$ cat src/rtl/aclk_pkg.sv
// aclk_pkg: shared states, constants and time-validity helper for the alarm clock controller
package aclk_pkg;
  typedef enum logic [2:0] {
    SHOW_TIME,
    KEY_STORED,
    KEY_WAITED,
    KEY_ENTRY,
    SHOW_ALARM,
    SET_ALARM_TIME,
    SET_CURRENT_TIME
  } state_t;
  localparam logic [3:0] NOKEY        = 4'd10;
  localparam logic [3:0] TIMEOUT_SECS = 4'd10;
  function automatic logic legal_time(input logic [3:0] ms_hr, input logic [3:0] ls_hr, input logic [3:0] ms_min);
    return (ms_hr < 4'd2 || (ms_hr == 4'd2 && ls_hr <= 4'd3)) && ms_min <= 4'd5;
  endfunction
endpackage

$ cat src/rtl/aclk_keyreg.sv
// aclk_keyreg: four-digit key buffer that shifts new digits in from the right
module aclk_keyreg
  import aclk_pkg::*;
(
  input  logic       clk,
  input  logic       reset,
  input  logic       clear,
  input  logic       shift,
  input  logic [3:0] key,
  output logic [3:0] ms_hr,
  output logic [3:0] ls_hr,
  output logic [3:0] ms_min,
  output logic [3:0] ls_min
);
  // clear wins over shift so a fresh entry always starts from 0000
  always_ff @(posedge clk or negedge reset)
    if (!reset) {ms_hr, ls_hr, ms_min, ls_min} <= '0;
    else if (clear) {ms_hr, ls_hr, ms_min, ls_min} <= '0;
    else if (shift) {ms_hr, ls_hr, ms_min, ls_min} <= {ls_hr, ms_min, ls_min, key};
endmodule

$ cat src/rtl/aclk_controller.sv
// aclk_controller: keypad entry FSM with timeout and current-time validity check
module aclk_controller
  import aclk_pkg::*;
(
  input  logic       clk,
  input  logic       reset,
  input  logic       one_second,
  input  logic [3:0] key,
  input  logic       alarm_button,
  input  logic       time_button,
  output logic [3:0] key_ms_hr,
  output logic [3:0] key_ls_hr,
  output logic [3:0] key_ms_min,
  output logic [3:0] key_ls_min,
  output logic       load_new_c,
  output logic       load_new_a,
  output logic       show_new_time,
  output logic       show_a,
  output logic       entry_error
);
  state_t     r_state, w_next;
  logic [3:0] r_cnt;
  logic       w_valid, w_timeout, w_clear, w_shift, w_legal;
  assign w_valid   = key <= 4'd9;
  assign w_timeout = r_cnt == TIMEOUT_SECS;
  assign w_clear   = r_state == SHOW_TIME && w_next == KEY_STORED;
  assign w_shift   = r_state == KEY_STORED;
  assign w_legal   = legal_time(key_ms_hr, key_ls_hr, key_ms_min);
  // state register
  always_ff @(posedge clk or negedge reset)
    if (!reset) r_state <= SHOW_TIME;
    else r_state <= w_next;
  // next-state decode; keys only count after NOKEY was seen in KEY_WAITED
  always_comb begin
    w_next = r_state;
    case (r_state)
      SHOW_TIME:        w_next = alarm_button ? SHOW_ALARM : w_valid ? KEY_STORED : SHOW_TIME;
      KEY_STORED:       w_next = KEY_WAITED;
      KEY_WAITED:       w_next = !w_valid ? KEY_ENTRY : w_timeout ? SHOW_TIME : KEY_WAITED;
      KEY_ENTRY:        w_next = alarm_button ? SET_ALARM_TIME : time_button ? SET_CURRENT_TIME :
                                 w_valid ? KEY_STORED : w_timeout ? SHOW_TIME : KEY_ENTRY;
      SHOW_ALARM:       w_next = alarm_button ? SHOW_ALARM : SHOW_TIME;
      default:          w_next = SHOW_TIME;
    endcase
  end
  // seconds since the last accepted key; a new key restarts the count
  always_ff @(posedge clk or negedge reset)
    if (!reset) r_cnt <= '0;
    else if (w_next == KEY_STORED) r_cnt <= '0;
    else if ((r_state == KEY_WAITED || r_state == KEY_ENTRY) && one_second) r_cnt <= r_cnt + 4'd1;
  aclk_keyreg u_keyreg (
    .clk    (clk),
    .reset  (reset),
    .clear  (w_clear),
    .shift  (w_shift),
    .key    (key),
    .ms_hr  (key_ms_hr),
    .ls_hr  (key_ls_hr),
    .ms_min (key_ms_min),
    .ls_min (key_ls_min)
  );
  assign show_new_time = r_state inside {KEY_STORED, KEY_WAITED, KEY_ENTRY, SET_ALARM_TIME, SET_CURRENT_TIME};
  assign show_a        = r_state == SHOW_ALARM;
  assign load_new_a    = r_state == SET_ALARM_TIME;
  assign load_new_c    = r_state == SET_CURRENT_TIME && w_legal;
  assign entry_error   = r_state == SET_CURRENT_TIME && !w_legal;
endmodule

$ cat config.mk
export PLATFORM = sky130hd
export DESIGN_NAME = aclk_controller
export DESIGN_NICKNAME = d
export VERILOG_FILES = /design/src/rtl/aclk_pkg.sv /design/src/rtl/aclk_keyreg.sv /design/src/rtl/aclk_controller.sv
export SDC_FILE = /design/constraint.sdc
export NUM_CORES = 1
export LEC_CHECK = 0
export ABC_CLOCK_PERIOD_IN_PS = 1800
export CORE_MARGIN = 4
export CORE_UTILIZATION = 45
export DETAILED_ROUTE_END_ITERATION = 8
export PLACE_DENSITY = 0.74
export SYNTH_ARGS = -nofsm -noshare
export SYNTH_HDL_FRONTEND = slang
export SYNTH_SLANG_ARGS = --single-unit
$ cat constraint.sdc
create_clock -name clk -period 1.8 [get_ports clk]
set_input_delay 0.18 -clock clk [delete_from_list [all_inputs] [get_ports clk]]
set_output_delay 0.18 -clock clk [all_outputs]
set_load 0.05 [all_outputs]
==> results.md <==
- Status: finished, final reports clean
- DRC violations left: 0
- Cts bufs inserted: 3
- DRT Pass-1 Iters: 5
- Largest net degree at the start of global routing: 24
- HPWL Detailed: 2.07 mm
- Fmax: 0.556 GHz
- Rel. slew slack: 0.650
- Peak supply drop: 1310 uV
- Root Driver: clkbuf_4
- Initial antenna violation count: 0
- Final GP Congestion: 0.833
- CP max-delay cell: dfrtp_1
- Clk sinks: 23
- TritonCTS clock tree: built
- Post-synth EDFFs: 0
- CORE AREA: 0.00250 sq mm
- Crit-path leading delay family: flip-flops
- Sequential share of the synthesized area: 0.484
- Slew Limit Fails: 0
- Number of port buffers: 29
- DIE AREA: 0.00353 sq mm
- Commonest non-fill, non-tap cell in the layout: nand2_1
- Warnings, synthesis: 0
- Measured slew at the worst slew-check pin: 0.524 ns
- Vias: 1057
- Layout cell share with drive strength beyond 1: 0.205
- Final cycle utilization of the critical path: 0.999
- Seq cells post-synth: 23
- Routed Wire Length: 2.83 mm
- Bufs on Longest Clock Path: 2
- Chip width: 59.4 um
- Fin cells: 191
- Vias in the first global route: 1044
- Worst hold slack: 0.206 ns
- TNS Setup: 0 ns
- Total Nets Final: 173
- Final design utilization: 0.654
- CP Launch Type: register
- DR WL/cell: 14.8 um
- Setup violators final: 0
- Multi-input logic area: 589 sq um
- Synth Instances: 127
- Clk_skew: 0.00269 ns
- Worst Path Max Fanout: 4
- Unique masters post-synth: 36
- Boundary Pins: 30
- Layout area overhead: 37.6%
- Diode count: 0
- Rows: 18
- Chip height: 59.4 um
- Placed Cells: 183
- First-pass GRT wire length: 4.68 mm
- Vias per Instance: 5.53
- Critical path's largest stage delay: 0.43 ns
- Starting DRT DRC Count: 39
- Pleak: 0.730 nW
- Crit Path Class: reg2out
- Synthesized Nets: 138
- CP Buf/Inv Count: 1
- Max cap viols: 0
- Syn Area/Cell: 9.36 sq um
- Critical Path End Type: output pin
- Skew-Pair Late Insertion Delay: 0.30 ns
- Yosys top cell by area: dfrtp_1
- Commonest non-fill, non-tap cells in the layout: 35 x nand2_1, 21 x clkdlybuf4s50_1, 19 x a21oi_1, 19 x dfrtp_1, 10 x buf_4
- Final hold violations: 0
- Layout fillers: 207
- Pwr/cell area: 1880 mW/mm^2
- Predominant post-synthesis flop cell: dfrtp_1
- RSZ-0062 raised after global routing: true
- Worst Path Arrival: 1.62 ns
- Mapped cell area: 0.00119 sq mm
- Global-route usage over all layers: 0.175
- Flop2flop setup slack: 0.14 ns
- H-tree depth: 1
- Post-synth top area share: 0.484
- Worst Path Required: 1.62 ns
- Asr flop ratio synth: 1.00
- Clock-pin slew on the worst setup and hold paths: 0.12 ns
- Initial Util: 0.475
- Detail Route Antenna Nets: 0
- Register area: 581 sq um
- Gr ovfl total: 0
- Dominant cells by area after synthesis: dfrtp_1 48%, nand2_1 11%, a21oi_1 8.0%, buf_6 2.8%, a31oi_1 2.1%
- Final min period: 1.80 ns
- Hold Crit Class: in2async
- Crit-path cells: o31ai_1 > nand2_1 > nor3_4 > buf_12
-- logic make-up (layout without fill, tap and decap cells) --
kind of cell | count (synthesis) | count (layout) | synth area share
AND/OR/NAND/NOR | 55 | 55 | 0.235
buffers and inverters | 10 | 44 | 0.0537
adder cells (fa/ha/maj) | 2 | 2 | 0.0210
AO/OA/AOI/OAI | 33 | 33 | 0.175
flip-flops | 23 | 23 | 0.484
XOR/XNOR | 3 | 3 | 0.0221
multiplexers | 1 | 1 | 0.00947
-- path summary, 6_finish.rpt --
check | from | cells past startpoint | to
worst max register to register | r_state[0] | 4 | r_cnt[1]
worst min-delay path | reset | 2 | u_keyreg.ms_hr[2]
worst max-delay path | u_keyreg.ls_hr[2] | 4 | load_new_c
worst min register to register | u_keyreg.ls_min[3] | 2 | u_keyreg.ms_min[3]
min in group clk | key[0] | 3 | u_keyreg.ls_min[0]
max in group asynchronous | reset | 2 | r_state[2]
-- area by class of cell --
| class | count | area share |
|---|---|---|
| Sequential cell | 23 | 0.355 |
| Tap cell | 30 | 0.0230 |
| Clock buffer | 4 | 0.0161 |
| Multi-Input combinational cell | 94 | 0.360 |
| Timing Repair Buffer | 38 | 0.241 |
| Inverter | 2 | 0.00459 |
-- state kept, by name, indices dropped and copies added (netlist names) --
signal and cells:
r_cnt 4, u_keyreg.ls_hr 4, u_keyreg.ls_min 4, u_keyreg.ms_hr 4, u_keyreg.ms_min 4, r_state 3
-- routing by layer --
metal  vias up  track usage  share of wire
met5         -            0              0
li1        508            -              -
met2        38        0.301           0.50
met4         0       0.0194         0.0071
met3         8       0.0479          0.049
met1       503        0.225           0.44
-- per-stage QoR --
stage / instance area [sq um] / total power, mW / setup WS (ns)
after floorplan: 1220 / 2.18 / -0.0422
after global placement: 1550 / 2.69 / 0.114
after detailed placement: 1550 / 2.73 / 0.00828
after CTS: 1610 / 3.05 / -0.00540
after global routing: 1640 / 3.26 / -0.109
final: 1640 / 3.07 / 0.00152
-- power breakdown --
| part | internal, mW | total [mW] | switching [mW] |
|---|---|---|---|
| Combinational | 0.743 | 1.90 | 1.16 |
| Clock | 0.0864 | 0.231 | 0.144 |
| Sequential | 0.715 | 0.941 | 0.226 |
-- cells in the mapped netlist, drive strengths merged, types with 2 or more instances --
| cell | number |
|---|---|
| a21oi | 19 |
| nor2 | 2 |
| buf | 6 |
| nand2 | 35 |
| nand3 | 2 |
| ha | 2 |
| dfrtp | 23 |
| and3b | 2 |
| clkbuf | 2 |
| xnor2 | 2 |
| nor3b | 4 |
| a211oi | 3 |
| inv | 2 |
| a31oi | 4 |
| and2b | 2 |
| nand3b | 2 |
-- what timing repair did --
action	CTS	global route
resized for setup	2	6
setup endpoints to repair	2	11
buffers inserted	2	2
pin swaps	2	1
hold buffers	0	0
-- worst register-to-register path: cells and delay by family, from the launching register on --
family          cells  cell delay [ns]
simple gates        2             0.62
flops               1             0.48
compound gates      2             0.43
No activity file was read; power rests on OpenSTA's default activity.
==> RTL change 1, RTL diff (same flow settings) <==
Compare `r_cnt` against `TIMEOUT_SECS` with >= in place of ==.
--- a/src/rtl/aclk_controller.sv
+++ b/src/rtl/aclk_controller.sv
@@ -24,3 +24,3 @@
   assign w_valid   = key <= 4'd9;
-  assign w_timeout = r_cnt == TIMEOUT_SECS;
+  assign w_timeout = r_cnt >= TIMEOUT_SECS;
   assign w_clear   = r_state == SHOW_TIME && w_next == KEY_STORED;
Function: same outputs for any inputs over 10 cycles, from zero or initial values and one cycle with reset low; that may be too few to reach the edited logic, so the function may still have changed.
==> RTL change 1 against the original RTL <==
Total power up 3.1%. Routed wire length is 9.9% lower. Design area shrank 1.8%. Synthesized area is 2.1% lower. Register-to-register slack lost 0.04 ns. Non-clock buffer count did not move. First-iteration DRC count fell by 13%. Sequential cell count is the same. Count of clock-buffer cells in the layout down 1. Final cell count rose by 1.6%. Setup slack improved by 0.067 ns. Hold slack gained 0.028 ns. Sequential power rose by 2.9%.
==> RTL change 1: results (changes against the original RTL) <==
metric	value	unit	change
status	finished clean		
final_nets	176		+1.7%
ys_top_cells_by_count	nand2_1 (39), dfrtp_1 (23), a21oi_1 (16)		
dr_wl_met2	1.271	mm	-11%
drt_iter0_drc	34		-13%
place_congestion	0.8498		+2.0%
synth_area_leaders	dfrtp_1 (49%), nand2_1 (13%), a21oi_1 (6.9%)		
worst_pin_slew	0.5046	ns	-0.01911 ns
syn-num-nets	141		+2.2%
ir_drop	1411	uV	+8.0%
fillers	212		+2.4%
grt_pass1_wl	4.160	mm	-11%
seq_area_frac_synth	49.46	%	+1.0 points
layout-drive-gt1-share	18.90	%	-1.6 points
p_leak	0.6968	nW	-4.5%
met3_length	122	um	-12%
async_flop_share	100.0	%	unchanged
track_usage	15.56	%	-1.9 points
vias	1005		-4.9%
cp_slowest_stage_delay	0.82	ns	+0.39 ns
dp_hpwl	1.905	mm	-8.0%
crit_family	buffers and inverters		
drcViolationCount	0		unchanged
grt_pass1_vias	958		-8.2%
cp_slowest_cell	clkdlybuf4s50_1		
dp_slack	-0.04336	ns	-0.05164 ns
synth_cell_types	33		-8.3%
met1_length	1.138	mm	-8.7%
RTL change 1: changes by cell type in the layout (fill, tap and decap cells not counted), moves of 2 or more:
cell	change
nor2_1	+6
a31oi_1	-4
nand2_1	+4
a21oi_1	-3
a211oi_2	-2
and2_1	+2
clkdlybuf4s50_1	+2
dlymetal6s2s_1	-2
nor3_1	+2
nor3b_1	-2
o21ai_0	+2
o31ai_2	+2
RTL change 1: cells by family (layout without fill, tap and decap cells):
kind of cell	after synthesis	count (layout)	synth area share, %
adders and majority gates	2	2	2.150
AOI/OAI and AO/OA	27	27	14.52
DFF	23	23	49.46
xor gates and xnor gates	3	3	2.258
buffers and inverters	9	43	5.053
and+or+nand+nor	66	66	26.56
RTL change 1: through the flow:
step	power, mW	TNS (ns)	hold slack, ns	std cells	instance area [um2]
6_report	3.168	0	0.2334	194	1605
5_1_grt	3.369	-0.03887	0.2490	194	1605
4_1_cts	3.117	0	0.2486	193	1570
3_5_place_dp	2.887	-0.1360	0.5288	189	1543
3_3_place_gp	2.828	-0.03168	0.5235	189	1543
2_1_floorplan	2.237	0	-0.1156	130	1172
RTL change 1: final timing paths:
check / to / cells after the start / start / slack, ns
max in group asynchronous: r_cnt[1] / 2 / reset / 1.32
worst max register to register: r_cnt[1] / 6 / r_cnt[1] / 0.10
min in group clk: u_keyreg.ls_min[0] / 3 / key[0] / 0.41
worst min-delay path: u_keyreg.ms_hr[2] / 2 / reset / 0.23
worst min register to register: u_keyreg.ms_min[0] / 2 / u_keyreg.ls_min[0] / 0.54
worst max-delay path: key_ms_min[3] / 1 / u_keyreg.ms_min[3] / 0.07
RTL change 1: final cells by class:
class / instances / area [um2] / area share, %
sequential: 23 / 579.3 / 36.09
timing repair buffer: 38 / 397.9 / 24.79
multi-input combinational: 98 / 559.3 / 34.84
inverter: 1 / 3.754 / 0.2338
clock buffer: 3 / 22.52 / 1.403
tap: 30 / 37.54 / 2.338
clock inverter: 1 / 5.005 / 0.3118
RTL change 1: timing repair:
item / 4_1_cts / 5_1_grt
endpoints found under the setup margin: 0 / 5
resized for setup: 0 / 8
setup buffers: 0 / 1
RTL change 1: power breakdown:
| group | leakage (nW) | internal, mW | switching [mW] | total [mW] |
|---|---|---|---|---|
| Combinational | 0.375 | 0.741 | 1.23 | 1.97 |
| Sequential | 0.304 | 0.738 | 0.230 | 0.968 |
| Clock | 0.0177 | 0.0828 | 0.148 | 0.231 |
RTL change 1: per-layer routing:
metal / vias to the layer above / global-route usage, %
li1: 502 / -
met1: 479 / 20.25
met2: 22 / 26.50
met3: 2 / 1.974
met4: 0 / 5.502
met5: - / 0
==> RTL change 2, RTL diff (same settings) <==
Without the edit above. Change the package constant `TIMEOUT_SECS` from 4'd10 to 4'd8.
--- a/src/rtl/aclk_pkg.sv
+++ b/src/rtl/aclk_pkg.sv
@@ -12,3 +12,3 @@
   localparam logic [3:0] NOKEY        = 4'd10;
-  localparam logic [3:0] TIMEOUT_SECS = 4'd10;
+  localparam logic [3:0] TIMEOUT_SECS = 4'd8;
   function automatic logic legal_time(input logic [3:0] ms_hr, input logic [3:0] ls_hr, input logic [3:0] ms_min);
Formal check against the unedited RTL: no difference found for any inputs over 10 cycles, from zero or initial values and one cycle with reset low; that may be too few to reach the edited logic, so the function may still have changed.
==> RTL change 2 against the original RTL <==
Total power is 0.97% lower. Sequential share of layout area is 0.54 points higher. Via count is 1.6% lower. Sequential cell count stayed put. Setup slack better by 0.068 ns. Largest cell class unchanged. Synthesized area is 1.5% higher. Register-to-register slack better by 0.07 ns. Routed wire length is 7.0% lower. Count of clock-buffer cells in the layout stayed put. Non-clock buffer count is 5 lower. Die area is 1.3% higher. Hold slack better by 0.0016 ns. Design area is 1.9% lower.
==> RTL change 2: results (changes against the original RTL) <==
metric	value	unit	change
status	finished clean		
fin_skew	0.002911	ns	+0.0002177 ns
finalWirelength	2.634	mm	-7.0%
dp_slack	0.05831	ns	+0.05003 ns
rr_startpoint	r_state[2]		
seqPwrFrac	32.2	%	+1.6 points
layout-drive-gt1-share	15.09	%	-5.4 points
p_leak	0.6639	nW	-9.0%
ir_drop	1720	uV	+32%
syn-num-nets	142		+2.9%
grt_pass1_vias	1033		-1.1%
crit_family	buffers and inverters		
critPathArrivalTime	1.55	ns	-0.07 ns
endpoint	key_ls_hr[2]		
p_sw_share	50.87	%	+1.1 points
cts_resized	0		-2
synthCells	131		+3.1%
worst_r2r_endpoint	r_cnt[3]		
cp_slowest_cell	clkdlybuf4s50_1		
dp_hpwl	1.971	mm	-4.8%
post_cts_buffers	0		-2
seq_area_frac_synth	47.72	%	-0.70 points
drt_iter0_drc	64		+64%
place_congestion	0.9469		+14%
cp_slowest_stage_delay	0.83	ns	+0.40 ns
grt_pass1_wl	4.485	mm	-4.1%
dpl.cell_count	185		+1.1%
whs	0.2072	ns	+0.001589 ns
ys_top_cells_by_count	nand2_1 (36), dfrtp_1 (23), a21oi_1 (21)		
via_per_inst	5.503		-0.57%
worst_pin_slew	0.5147	ns	-0.008997 ns
ff2ff_setup_slack	0.21	ns	+0.07 ns
final_nets	171		-1.2%
placed_cell_area	1570	um2	+1.2%
RTL change 2: cell type report:
cell class | instances | area (um2)
fill | 231 | 918.4
multi-input combinational | 96 | 580.6
sequential | 23 | 578.1
timing repair buffer | 33 | 370.4
tap | 30 | 37.54
clock buffer | 4 | 26.28
inverter | 3 | 11.26
RTL change 2: cells by family (layout without fill, tap and decap cells):
| family | count (synthesis) | count (layout) | synth area share, % |
|---|---|---|---|
| and+or+nand+nor | 59 | 59 | 25.73 |
| AOI/OAI and AO/OA | 31 | 31 | 15.77 |
| DFF | 23 | 23 | 47.72 |
| buffers and inverters | 12 | 40 | 5.704 |
| xor gates and xnor gates | 3 | 3 | 2.179 |
| adders and majority gates | 2 | 2 | 2.074 |
| muxes | 1 | 1 | 0.8299 |
RTL change 2: routing by layer:
layer	GRT usage, %	share of wire (%)
met5	0	0
met4	6.962	0.49
met3	2.376	4.6
met2	25.93	50
met1	22.56	45
